**config.mk**
```make
export PLATFORM = sky130hd
export DESIGN_NAME = serial_subtractor
export DESIGN_NICKNAME = d
export VERILOG_FILES = /design/src/rtl/serial_subtractor_pkg.sv /design/src/rtl/serial_subtractor_fsub.sv /design/src/rtl/serial_subtractor.sv
export SDC_FILE = /design/constraint.sdc
export NUM_CORES = 1
export LEC_CHECK = 0
export ABC_AREA = 1
export CORE_MARGIN = 2
export CORE_UTILIZATION = 55
export DETAILED_ROUTE_END_ITERATION = 8
export PLACE_DENSITY_LB_ADDON = 0.08
export SETUP_SLACK_MARGIN = 0.15
export SLEW_MARGIN = 40
export SYNTH_ARGS = -nofsm -noshare
export SYNTH_HDL_FRONTEND = slang
export SYNTH_HIERARCHICAL = 1
export SYNTH_SLANG_ARGS = --single-unit
```
**constraint.sdc**
```tcl
create_clock -name clk -period 2.8 [get_ports clk]
set_clock_uncertainty 0.05 [all_clocks]
set_input_delay 0.84 -clock clk [delete_from_list [all_inputs] [get_ports clk]]
set_output_delay 0.84 -clock clk [all_outputs]
set_load 0.01 [all_outputs]
```
**src/rtl/serial_subtractor_pkg.sv**
```systemverilog
// -----------------------------------------------------------------------------
// serial_sub_pkg
// Shared definitions for the bit-serial subtractor.
//   state_t        : control FSM encoding (IDLE -> SHIFT -> DONE -> IDLE)
//   DEFAULT_WIDTH  : default operand/result width
// -----------------------------------------------------------------------------
package serial_sub_pkg;

    localparam int DEFAULT_WIDTH = 8;

    typedef enum logic [1:0] {
        IDLE  = 2'd0,
        SHIFT = 2'd1,
        DONE  = 2'd2
    } state_t;

endpackage : serial_sub_pkg

```
**src/rtl/serial_subtractor_fsub.sv**
```systemverilog
// -----------------------------------------------------------------------------
// full_subtractor
// One-bit full subtractor cell computing x - y - bin. It mirrors the full
// adder cell used in the parallel datapath.
//   x    : minuend bit
//   y    : subtrahend bit
//   bin  : borrow in from the previous, less significant bit
//   d    : difference bit
//   bout : borrow out to the next, more significant bit
// Purely combinational.
// -----------------------------------------------------------------------------
module full_subtractor (
    input  logic x,
    input  logic y,
    input  logic bin,
    output logic d,
    output logic bout
);

    assign d    = x ^ y ^ bin;
    // A borrow is needed when the subtrahend side (y + bin) is larger than x.
    assign bout = (~x & y) | (~x & bin) | (y & bin);

endmodule : full_subtractor

```
**src/rtl/serial_subtractor.sv**
```systemverilog
// -----------------------------------------------------------------------------
// serial_subtractor
// Bit-serial WIDTH-bit subtractor computing diff = a - b (mod 2^WIDTH). It
// processes one bit per clock, LSB first. It uses a start/busy/done
// handshake, and the result is held until the next completed operation.
//
// Ports
//   clk         : rising-edge clock
//   rst_n       : synchronous active-low reset
//   start       : request, only honoured in IDLE
//   a, b        : minuend / subtrahend, captured on an accepted start
//   busy        : high while bits are being processed (WIDTH cycles)
//   done        : one-cycle pulse when diff/borrow_out are updated
//   diff        : a - b modulo 2^WIDTH
//   borrow_out  : 1 when a < b as unsigned values
//   ovf         : signed overflow flag (only with SERIAL_SUB_OVF_EN)
//
// Build option
//   SERIAL_SUB_OVF_EN : when defined, adds the ovf output. The operand MSBs
//                       are captured at start so that ovf can be computed.
//
// Timing: a start accepted at edge k gives busy during cycles k+1..k+WIDTH
// and done during cycle k+WIDTH+1. A new start can be accepted in the cycle
// after done, so one result is produced every WIDTH+2 cycles.
// -----------------------------------------------------------------------------
module serial_subtractor
    import serial_sub_pkg::*;
#(
    parameter int WIDTH = DEFAULT_WIDTH
) (
    input  logic             clk,
    input  logic             rst_n,
    input  logic             start,
    input  logic [WIDTH-1:0] a,
    input  logic [WIDTH-1:0] b,
    output logic             busy,
    output logic             done,
    output logic [WIDTH-1:0] diff,
    output logic             borrow_out
`ifdef SERIAL_SUB_OVF_EN
   ,output logic             ovf
`endif
);

    localparam int            CW       = $clog2(WIDTH);
    localparam logic [CW-1:0] LAST_IDX = CW'(WIDTH - 1);

    // -------------------------------------------------------------------------
    // State and datapath registers
    // -------------------------------------------------------------------------
    state_t           r_state;
    state_t           w_state_next;

    logic [CW-1:0]    r_cnt;        // index of the bit being processed
    logic [WIDTH-1:0] r_a_sr;       // minuend, shifted right each SHIFT cycle
    logic [WIDTH-1:0] r_b_sr;       // subtrahend, shifted right each SHIFT cycle
    logic [WIDTH-1:0] r_res_sr;     // partial result, filled from the MSB side
    logic             r_borrow;     // borrow between consecutive bits
    logic [WIDTH-1:0] r_diff;       // published result
    logic             r_borrow_out; // published final borrow

`ifdef SERIAL_SUB_OVF_EN
    logic             r_a_msb;      // sign of the captured minuend
    logic             r_b_msb;      // sign of the captured subtrahend
    logic             r_ovf;
`endif

    // FSM control strobes
    logic             w_load;       // accept start and capture operands
    logic             w_shift;      // process one bit
    logic             w_last;       // this SHIFT edge handles bit WIDTH-1

    // Cell outputs
    logic             w_d;
    logic             w_bout;

    // -------------------------------------------------------------------------
    // One subtractor cell. It always works on the current LSBs and the
    // stored borrow.
    // -------------------------------------------------------------------------
    full_subtractor u_fsub (
        .x    (r_a_sr[0]),
        .y    (r_b_sr[0]),
        .bin  (r_borrow),
        .d    (w_d),
        .bout (w_bout)
    );

    // -------------------------------------------------------------------------
    // FSM state register
    // -------------------------------------------------------------------------
    always_ff @(posedge clk) begin
        if (!rst_n) begin
            r_state <= IDLE;
        end else begin
            r_state <= w_state_next;
        end
    end

    // -------------------------------------------------------------------------
    // FSM next state and outputs. busy and done are decoded from the state
    // register only, so they are glitch-free and settle right after the edge.
    // -------------------------------------------------------------------------
    always_comb begin
        w_state_next = r_state;
        w_load       = 1'b0;
        w_shift      = 1'b0;
        w_last       = 1'b0;
        busy         = 1'b0;
        done         = 1'b0;

        case (r_state)
            IDLE: begin
                if (start) begin
                    w_load       = 1'b1;
                    w_state_next = SHIFT;
                end
            end

            SHIFT: begin
                busy    = 1'b1;
                w_shift = 1'b1;
                if (r_cnt == LAST_IDX) begin
                    w_last       = 1'b1;
                    w_state_next = DONE;
                end
            end

            DONE: begin
                // start is deliberately ignored here. The next request is
                // only seen once the FSM is back in IDLE.
                done         = 1'b1;
                w_state_next = IDLE;
            end

            default: begin
                w_state_next = IDLE;
            end
        endcase
    end

    // -------------------------------------------------------------------------
    // Datapath
    // -------------------------------------------------------------------------
    always_ff @(posedge clk) begin
        if (!rst_n) begin
            r_cnt        <= '0;
            r_a_sr       <= '0;
            r_b_sr       <= '0;
            r_res_sr     <= '0;
            r_borrow     <= 1'b0;
            r_diff       <= '0;
            r_borrow_out <= 1'b0;
        end else if (w_load) begin
            r_a_sr   <= a;
            r_b_sr   <= b;
            r_borrow <= 1'b0;
            r_cnt    <= '0;
        end else if (w_shift) begin
            r_a_sr   <= r_a_sr >> 1;
            r_b_sr   <= r_b_sr >> 1;
            r_res_sr <= {w_d, r_res_sr[WIDTH-1:1]};
            r_borrow <= w_bout;
            r_cnt    <= r_cnt + 1'b1;
            // The result is published only when complete. The value being
            // written to r_res_sr on this edge is copied straight into
            // r_diff, so partial results never appear on diff.
            if (w_last) begin
                r_diff       <= {w_d, r_res_sr[WIDTH-1:1]};
                r_borrow_out <= w_bout;
            end
        end
    end

`ifdef SERIAL_SUB_OVF_EN
    // -------------------------------------------------------------------------
    // Signed overflow. The operand MSBs have been shifted out of r_a_sr and
    // r_b_sr by the end of the operation, so they are kept separately. The
    // final difference bit w_d is the result MSB.
    // -------------------------------------------------------------------------
    always_ff @(posedge clk) begin
        if (!rst_n) begin
            r_a_msb <= 1'b0;
            r_b_msb <= 1'b0;
            r_ovf   <= 1'b0;
        end else if (w_load) begin
            r_a_msb <= a[WIDTH-1];
            r_b_msb <= b[WIDTH-1];
        end else if (w_shift && w_last) begin
            r_ovf <= (r_a_msb != r_b_msb) && (w_d != r_a_msb);
        end
    end

    assign ovf = r_ovf;
`endif

    assign diff       = r_diff;
    assign borrow_out = r_borrow_out;

endmodule : serial_subtractor

```
**Word level (Yosys, flattened, before mapping)**

Index checks and enable logic that the tools add are counted.

- Flip-flop bits (word level): 39
- Input port bits: 19
- Output and inout bits: 11
- Word-level logic and storage cells: 43

- Add/sub/neg operators: 1
- Equal/unequal tests: 5
- Muxes and demuxes: 13
- Bitwise gates (word level): 10
- Reduce and logical (&&, ||, !) cells: 6

Operators with widths:

| cell | count |
|---|---|
| two-way mux 8 bit | 4 |
| two-way mux 1 bit | 6 |
| two-way mux 2 bit | 2 |
| != test 2 bit (second input constant) | 2 |
| case mux 2 bit (2 select lines) | 1 |
| AND reduction 2 bit | 2 |
| adder 3 x 1 -> 3 bit (second input constant) | 1 |
| bitwise AND 1 bit | 3 |
| equality test 3 bit (second input constant) | 1 |
| inverter 1 bit | 3 |
| AND reduction 3 bit | 1 |
| equality test 2 x 1 -> 1 bit (second input constant) | 1 |
| equality test 2 bit (second input constant) | 1 |
| logical NOT 2 bit | 1 |
| bitwise OR 1 bit | 2 |
| nonzero test 2 bit | 1 |
| OR reduction 2 bit | 1 |
| bitwise XOR 1 bit | 2 |

**Longest topological paths before layout**

Gate-level depths: netlist (run 1).

- Word-level depth: 4
- Mapped depth: 8
- Mapped depth without buffers: 8

**Cells and area by module**

The synthesis (run 1) kept the hierarchy.

Modules (own cells, without submodules):

| module | times used | cells an instance | area an instance (µm²) | seq. area each (µm²) |
|---|---|---|---|---|
| serial_subtractor | 1 | 233 | 1,676.6 | 760.7 |
| full_subtractor | 1 | 3 | 27.5 | 0.0 |

**Least setup slack after synthesis (run 1)**

Ideal clock, no wire load.

- Kind: flip-flop to output port
- From: register r_state[0]
- To: output busy
- Arrival: 792 ps
- Required time: 1,910 ps
- Setup slack: 1,118 ps
- Cell stages (with the launch flop): 4
- Path buffers: 1
- Cell sequence: dfxtp_1 -> nand2_4 -> inv_2 -> buf_6

- Cells in the longest elaborated chain, start to end: 2

RTL lines:

| item | line | source |
|---|---|---|
| start, declared | serial_subtractor.sv:51 | `state_t r_state;` |
| start signal, assigned | serial_subtractor.sv:96 | `r_state <= w_state_next;` |
| equality test 2 x 1 -> 1 bit | serial_subtractor.sv:112 | `case (r_state)` |
| two-way mux 1 bit | serial_subtractor.sv:112 |  |
| end, declared | serial_subtractor.sv:36 | `output logic busy,` |

No other way between the ends.

**Final worst setup path (run 1)**

- From: register r_state[1]
- To: output busy

The elaborated chain is that of the path after synthesis.

==> results of run 1 <==
## area by class of cell
cell class,instances,area (µm²),area share
multi-input cells,164,781,0.379
flip-flops and latches,38,762,0.370
clock inverters,3,40.0,0.0194
clock buffers,5,37.5,0.0182
inverters,22,87.6,0.0425
well taps,33,41.3,0.0200
repair buffers,32,313,0.152
## path summary, 6_finish.rpt
check	endpoint	slack [ns]
worst max-delay path	busy	0.25
worst min-delay path	diff[1]$_SDFFE_PN0P_	0.43
worst max register to register	borrow_out$_SDFFE_PN0P_	1.42
worst min register to register	diff[1]$_SDFFE_PN0P_	0.43
## sequential cells by signal, indices dropped and copies added, names as in the netlist
name        count
diff            8
r_a_sr          8
r_b_sr          8
r_res_sr        7
r_cnt           3
r_state         2
borrow_out      1
r_borrow        1
## cells in the mapped netlist, drive strengths merged
| library cell | instances |
|---|---|
| xor2 | 1 |
| ha | 2 |
| nand3 | 21 |
| nand2 | 39 |
| nor2 | 55 |
| clkbuf | 3 |
| a21oi | 20 |
| fa | 1 |
| inv | 22 |
| dfxtp | 38 |
| buf | 9 |
| o21ai | 25 |
## kinds of logic (layout without fill, tap and decap cells)
family	Yosys count	after routing	share of synthesized area
compound gates	45	45	0.132
xor+xnor	1	1	0.00514
flops	38	38	0.446
fa+ha+maj	3	3	0.0264
simple gates	115	115	0.294
buf+inv	34	62	0.0954
## placed cells by master, fill, tap and decap left out, drive strengths merged
cell type and count:
clkbuf 5, nand3 21, a21oi 20, o21ai 25
dfxtp 38, clkinv 2, xor2 1, buf 3
ha 2, fa 1, clkdlybuf4s50 29, bufinv 1
nand2 39, nor2 55, inv 22
## metal layers
metal  up-vias  track usage
li1        801            -
met1       643        0.255
met2        43        0.315
met3         8       0.0476
met4         0        0.105
met5         -            0
## report_power, final
part           internal (mW)  total, mW  switching (mW)
logic                 0.0703      0.162          0.0915
registers              0.573      0.592          0.0194
clock network          0.185      0.372           0.187
## timing repair
action	in CTS	in global routing
hold endpoints to repair	0	0
setup endpoints to repair	1	1
resized for setup	2	1
## critical path: stages (launching register included)
cell and delay (ns):
dfxtp_1 0.35, inv_2 0.10, nand2_4 0.16, inv_6 0.15, clkdlybuf4s50_1 0.54
## through the flow
step	cell area (µm²)	util	hold slack, ns	setup WS, ns
2_1_floorplan	1700	-	0.385	1.12
3_3_place_gp	1980	0.659	0.412	0.490
3_5_place_dp	1980	0.659	0.403	0.484
4_1_cts	2060	0.686	0.428	0.219
5_1_grt	2060	0.687	0.455	0.165
6_report	2060	0.687	0.429	0.250
==> results.json, run 1 <==
{
  "fmax_mhz": 392,
  "p_leak_nw": 0.902,
  "finalNetCount": 285,
  "path_class": "flip-flop to primary output",
  "cts.clk_slew.worst_paths_ns": 0.12,
  "globalplace.congestion": 0.792,
  "finalHoldViolCount": 0,
  "via_count": 1495,
  "n_fill_cell": 264,
  "cts_made_buffers": 5,
  "worstHoldPathType": "flip-flop to flip-flop",
  "min_period_ns": 2.55,
  "synth_top_cell_by_area": "dfxtp_1",
  "worstPathArrival_ns": 1.66,
  "viasPerCell": 5.03,
  "synth-seq-cells": 38,
  "power_density_nw_per_um2": 546,
  "first_pass_iters": 4,
  "rsz0062_at_grt": "no",
  "root_buffer": "clkbuf_4",
  "drc": 0,
  "grt_pass1_wl_um": 5390,
  "maxSlewViolCount": 0,
  "syn_to_final_growth_pct": 21.0,
  "ios": 30,
  "cts_hold_buffers": 0,
  "end_kind": "primary output",
  "slew_headroom": 0.616,
  "cp-start-kind": "flip-flop",
  "dr_wl_met2_um": 1440,
  "top_layer": "met4",
  "antenna_found_initial": 0,
  "placedCellCount": 289,
  "cts_setup_buffers": 0,
  "synth_seq_area_share": 0.446,
  "dp_hpwl_um": 2060,
  "row_count": 20,
  "ir_drop_uv": 345,
  "grt_max_degree": 29,
  "clock_latency_ns": 0.36,
  "p_total_mw": 1.13,
  "whs_path_depth": 2,
  "syn-instance-count": 236,
  "layout-drive-gt1-share": 0.0795,
  "totalWireLength_um": 3200,
  "ys.warnings.count": 6,
  "cts_tree": "done",
  "synth_cell_types": 20,
  "wl_per_cell_um": 10.8,
  "reg2regPathDepth": 8,
  "tns_ns": 0,
  "io_buffers": 29,
  "m1WireLength_um": 1490,
  "htreeDepth": 2,
  "gr-total-overflow": 0,
  "wl_met3_um": 212,
  "first_iter_violations": 97,
  "maxCapViolCount": 0,
  "grt_usage": 0.201,
  "outcome": "completed",
  "min-delay-start": "r_res_sr[2]$_SDFFE_PN0P_",
  "grt_pass1_vias": 1276,
  "fp.coreArea_um2": 3000,
  "cp_max_fo": 16,
  "synth_area_per_cell_um2": 7.22,
  "antenna_cells": 0,
  "period_share": 0.911,
  "r2r-start": "r_cnt[0]$_SDFFE_PP0N_",
  "fp.dieW_um": 59.7,
  "final_antenna_net_count": 0,
  "clk_path_buf_depth": 2,
  "worst_pin_slew_ns": 0.575,
  "instances_no_fill": 297,
  "dieArea_um2": 3560,
  "die_y_um": 59.7,
  "synth_fp_nets": 258,
  "netlist_area_um2": 1700,
  "setup_viol": 0,
  "ys_top_cells_by_area": "dfxtp_1 (45%), nor2_1 (12%), nand2_1 (7.7%)",
  "crit_start": "r_state[1]$_SDFFE_PN0P_",
  "synth_top_area_share": 0.446,
  "start_util": 0.567,
  "clkSinkCount": 38,
  "crit_required_ns": 1.91
}
No activity file was read; power rests on OpenSTA's default activity.
==> run 2, diff against run 1 <==
--- a/config.mk
+++ b/config.mk
@@ -5,9 +5,8 @@
 export SDC_FILE = /design/constraint.sdc
 export NUM_CORES = 1
 export LEC_CHECK = 0
-export ABC_AREA = 1
 export CORE_MARGIN = 2
-export CORE_UTILIZATION = 55
+export CORE_UTILIZATION = 54
 export DETAILED_ROUTE_END_ITERATION = 8
 export PLACE_DENSITY_LB_ADDON = 0.08
 export SETUP_SLACK_MARGIN = 0.15
==> results.json, run 2 <==
{
  "end_kind": "primary output",
  "ys_top_cells_by_area": "dfxtp_1 (49%), a21boi_0 (8.7%), o221ai_1 (7.9%)",
  "ios": 30,
  "wl_per_cell_um": 13.4,
  "maxSlewViolCount": 0,
  "period_share": 0.881,
  "synth_area_per_cell_um2": 9.06,
  "cts_tree": "done",
  "slew_headroom": 0.694,
  "final_antenna_net_count": 0,
  "crit_path_cell_trace": "nand2b_1 > inv_1 > clkdlybuf4s50_1",
  "cts.repair.resized": 0,
  "synthArstFlopShare": 0,
  "fp.coreArea_um2": 2730,
  "r2r_slack_ns": 1.05,
  "min_period_ns": 2.47,
  "fp.dieW_um": 57.6,
  "totalWireLength_um": 3060,
  "grt_max_degree": 39,
  "slowest_stage": "clkdlybuf4s50_1",
  "placedInstanceArea_um2": 1840,
  "finalNetCount": 220,
  "die_y_um": 57.6,
  "finalHoldViolCount": 0,
  "crit_required_ns": 1.91,
  "outcome": "completed",
  "critPathTopFamily": "buffers and inverters",
  "root_buffer": "clkbuf_4",
  "maxCapViolCount": 0,
  "ir_drop_uv": 473,
  "synth-seq-cells": 38,
  "tns_ns": 0,
  "synth_cell_types": 24,
  "timing.critical_path.buf_inv": 2,
  "clock_latency_ns": 0.33,
  "gr-total-overflow": 0,
  "worstPathArrival_ns": 1.58,
  "worst_pin_slew_ns": 0.459,
  "p_leak_nw": 0.682,
  "clkSinkCount": 38,
  "antenna_found_initial": 0,
  "cts_hold_buffers": 0,
  "crit_start": "r_state[0]$_SDFFE_PN0P_",
  "path_depth": 3,
  "clk_path_buf_depth": 2,
  "post-route-cell-area_um2": 1880,
  "drc": 0,
  "path_class": "flip-flop to primary output",
  "endpoint": "busy",
  "ys.warnings.count": 6,
  "syn_to_final_growth_pct": 21.6,
  "row_count": 19,
  "cts_made_buffers": 5,
  "yosysMostFrequentCell": "dfxtp_1",
  "setup_viol": 0,
  "first_iter_violations": 53,
  "first_pass_iters": 4,
  "final_common_cell": "dfxtp_1",
  "grt_pass1_vias": 1154,
  "final_cell_mix": "dfxtp_1 (38), clkdlybuf4s50_1 (29), nand2_1 (25)",
  "synth_top_area_share": 0.491,
  "cp-start-kind": "flip-flop",
  "syn-instance-count": 171,
  "viasPerCell": 5.44,
  "cp_max_fo": 9,
  "rsz0062_at_grt": "no",
  "dp_hpwl_um": 2110,
  "reg2regPathDepth": 5,
  "antenna_cells": 0,
  "via_count": 1246,
  "grt_pass1_wl_um": 4950,
  "worstHoldPathType": "flip-flop to flip-flop",
  "power_density_nw_per_um2": 503,
  "cts.clk_slew.worst_paths_ns": 0.10,
  "netlist_area_um2": 1550,
  "synth_seq_area_share": 0.491,
  "htreeDepth": 2,
  "cpPeakStageDelay_ns": 0.53,
  "synth_fp_nets": 193,
  "start_util": 0.567,
  "globalplace.congestion": 0.769,
  "layout-drive-gt1-share": 0.0505,
  "cts_setup_buffers": 0,
  "grt_usage": 0.194,
  "synth_common_cells": "dfxtp_1 (38), nand2_1 (25), a21boi_0 (18)",
  "io_buffers": 29,
  "ys.flop_type": "dfxtp_1",
  "synth_edf_count": 0,
  "r2r-start": "r_cnt[0]$_SDFFE_PP0N_",
  "dieArea_um2": 3310,
  "synth_top_cell_by_area": "dfxtp_1",
  "r2r-end": "diff[4]$_SDFFE_PN0P_",
  "fmax_mhz": 406
}
run 2: changes by cell type after synthesis, moves of 5 or more:
| cell | delta |
|---|---|
| o221ai_1 | +14 |
| o21ai_0 | -18 |
| nand3_1 | -12 |
| o21ai_1 | -5 |
| a21oi_1 | -6 |
| nand2_1 | -10 |
| a21boi_0 | +18 |
| nor2_1 | -51 |
| nor2b_1 | +5 |
run 2: how the worst min path moves through the flow:
stage	start	endpoint	slack [ns]	depth (start not counted)
detailed placement	r_b_sr[5]$_SDFFE_PN0P_	r_b_sr[5]$_SDFFE_PN0P_	0.39	2
global placement	r_b_sr[1]$_SDFFE_PN0P_	r_b_sr[1]$_SDFFE_PN0P_	0.38	2
finish	r_b_sr[2]$_SDFFE_PN0P_	r_b_sr[2]$_SDFFE_PN0P_	0.41	2
floorplan	r_a_sr[0]$_SDFFE_PN0P_	r_a_sr[0]$_SDFFE_PN0P_	0.37	2
global route	r_b_sr[2]$_SDFFE_PN0P_	r_b_sr[2]$_SDFFE_PN0P_	0.43	2
CTS	r_a_sr[6]$_SDFFE_PN0P_	r_a_sr[6]$_SDFFE_PN0P_	0.40	2
run 2: power by group:
part	leakage [nW]	total, mW	internal [mW]	switching (mW)
combinational	0.346	0.112	0.0570	0.0548
clock	0.0254	0.255	0.0947	0.160
sequential	0.311	0.581	0.565	0.0157
run 2: final cells by class:
| class | instances | area [µm²] |
|---|---|---|
| clock buffers | 7 | 45.0 |
| repair buffers | 33 | 320 |
| well taps | 31 | 38.8 |
| multi-input cells | 103 | 656 |
| fillers | 237 | 850 |
| flip-flops and latches | 38 | 761 |
| inverters | 17 | 63.8 |
run 2: stage by stage:
stage / utilization / hold slack [ns] / instances / power (mW) / setup slack, ns
global route: 0.689 / 0.429 / 229 / 0.989 / 0.259
CTS: 0.689 / 0.405 / 229 / 0.956 / 0.315
floorplan: - / 0.375 / 171 / 0.661 / 0.996
detailed placement: 0.673 / 0.389 / 222 / 0.705 / 0.313
finish: 0.689 / 0.406 / 229 / 0.947 / 0.334
global placement: 0.673 / 0.383 / 222 / 0.700 / 0.345
run 2: per-layer routing:
layer / GRT usage / vias up / wire length, µm
met5: 0 / - / 0
met4: 0.0598 / 0 / 25
li1: - / 647 / -
met2: 0.321 / 24 / 1440
met1: 0.240 / 571 / 1440
met3: 0.0635 / 4 / 149
run 2: cell families (layout without fill, tap and decap cells):
kind of cell / after synthesis / in the layout / synth area share
AO/OA/AOI/OAI: 52 / 52 / 0.240
AND/OR/NAND/NOR: 47 / 47 / 0.148
flip-flops: 38 / 38 / 0.491
buffers and inverters: 30 / 57 / 0.0856
adder cells (fa/ha/maj): 3 / 3 / 0.0291
multiplexers: 1 / 1 / 0.00646
run 2: worst min-delay path, cell delays in order, from the launching register on:
cell and delay (ns):
dfxtp_1 0.33, inv_1 0.05, a21oi_1 0.05
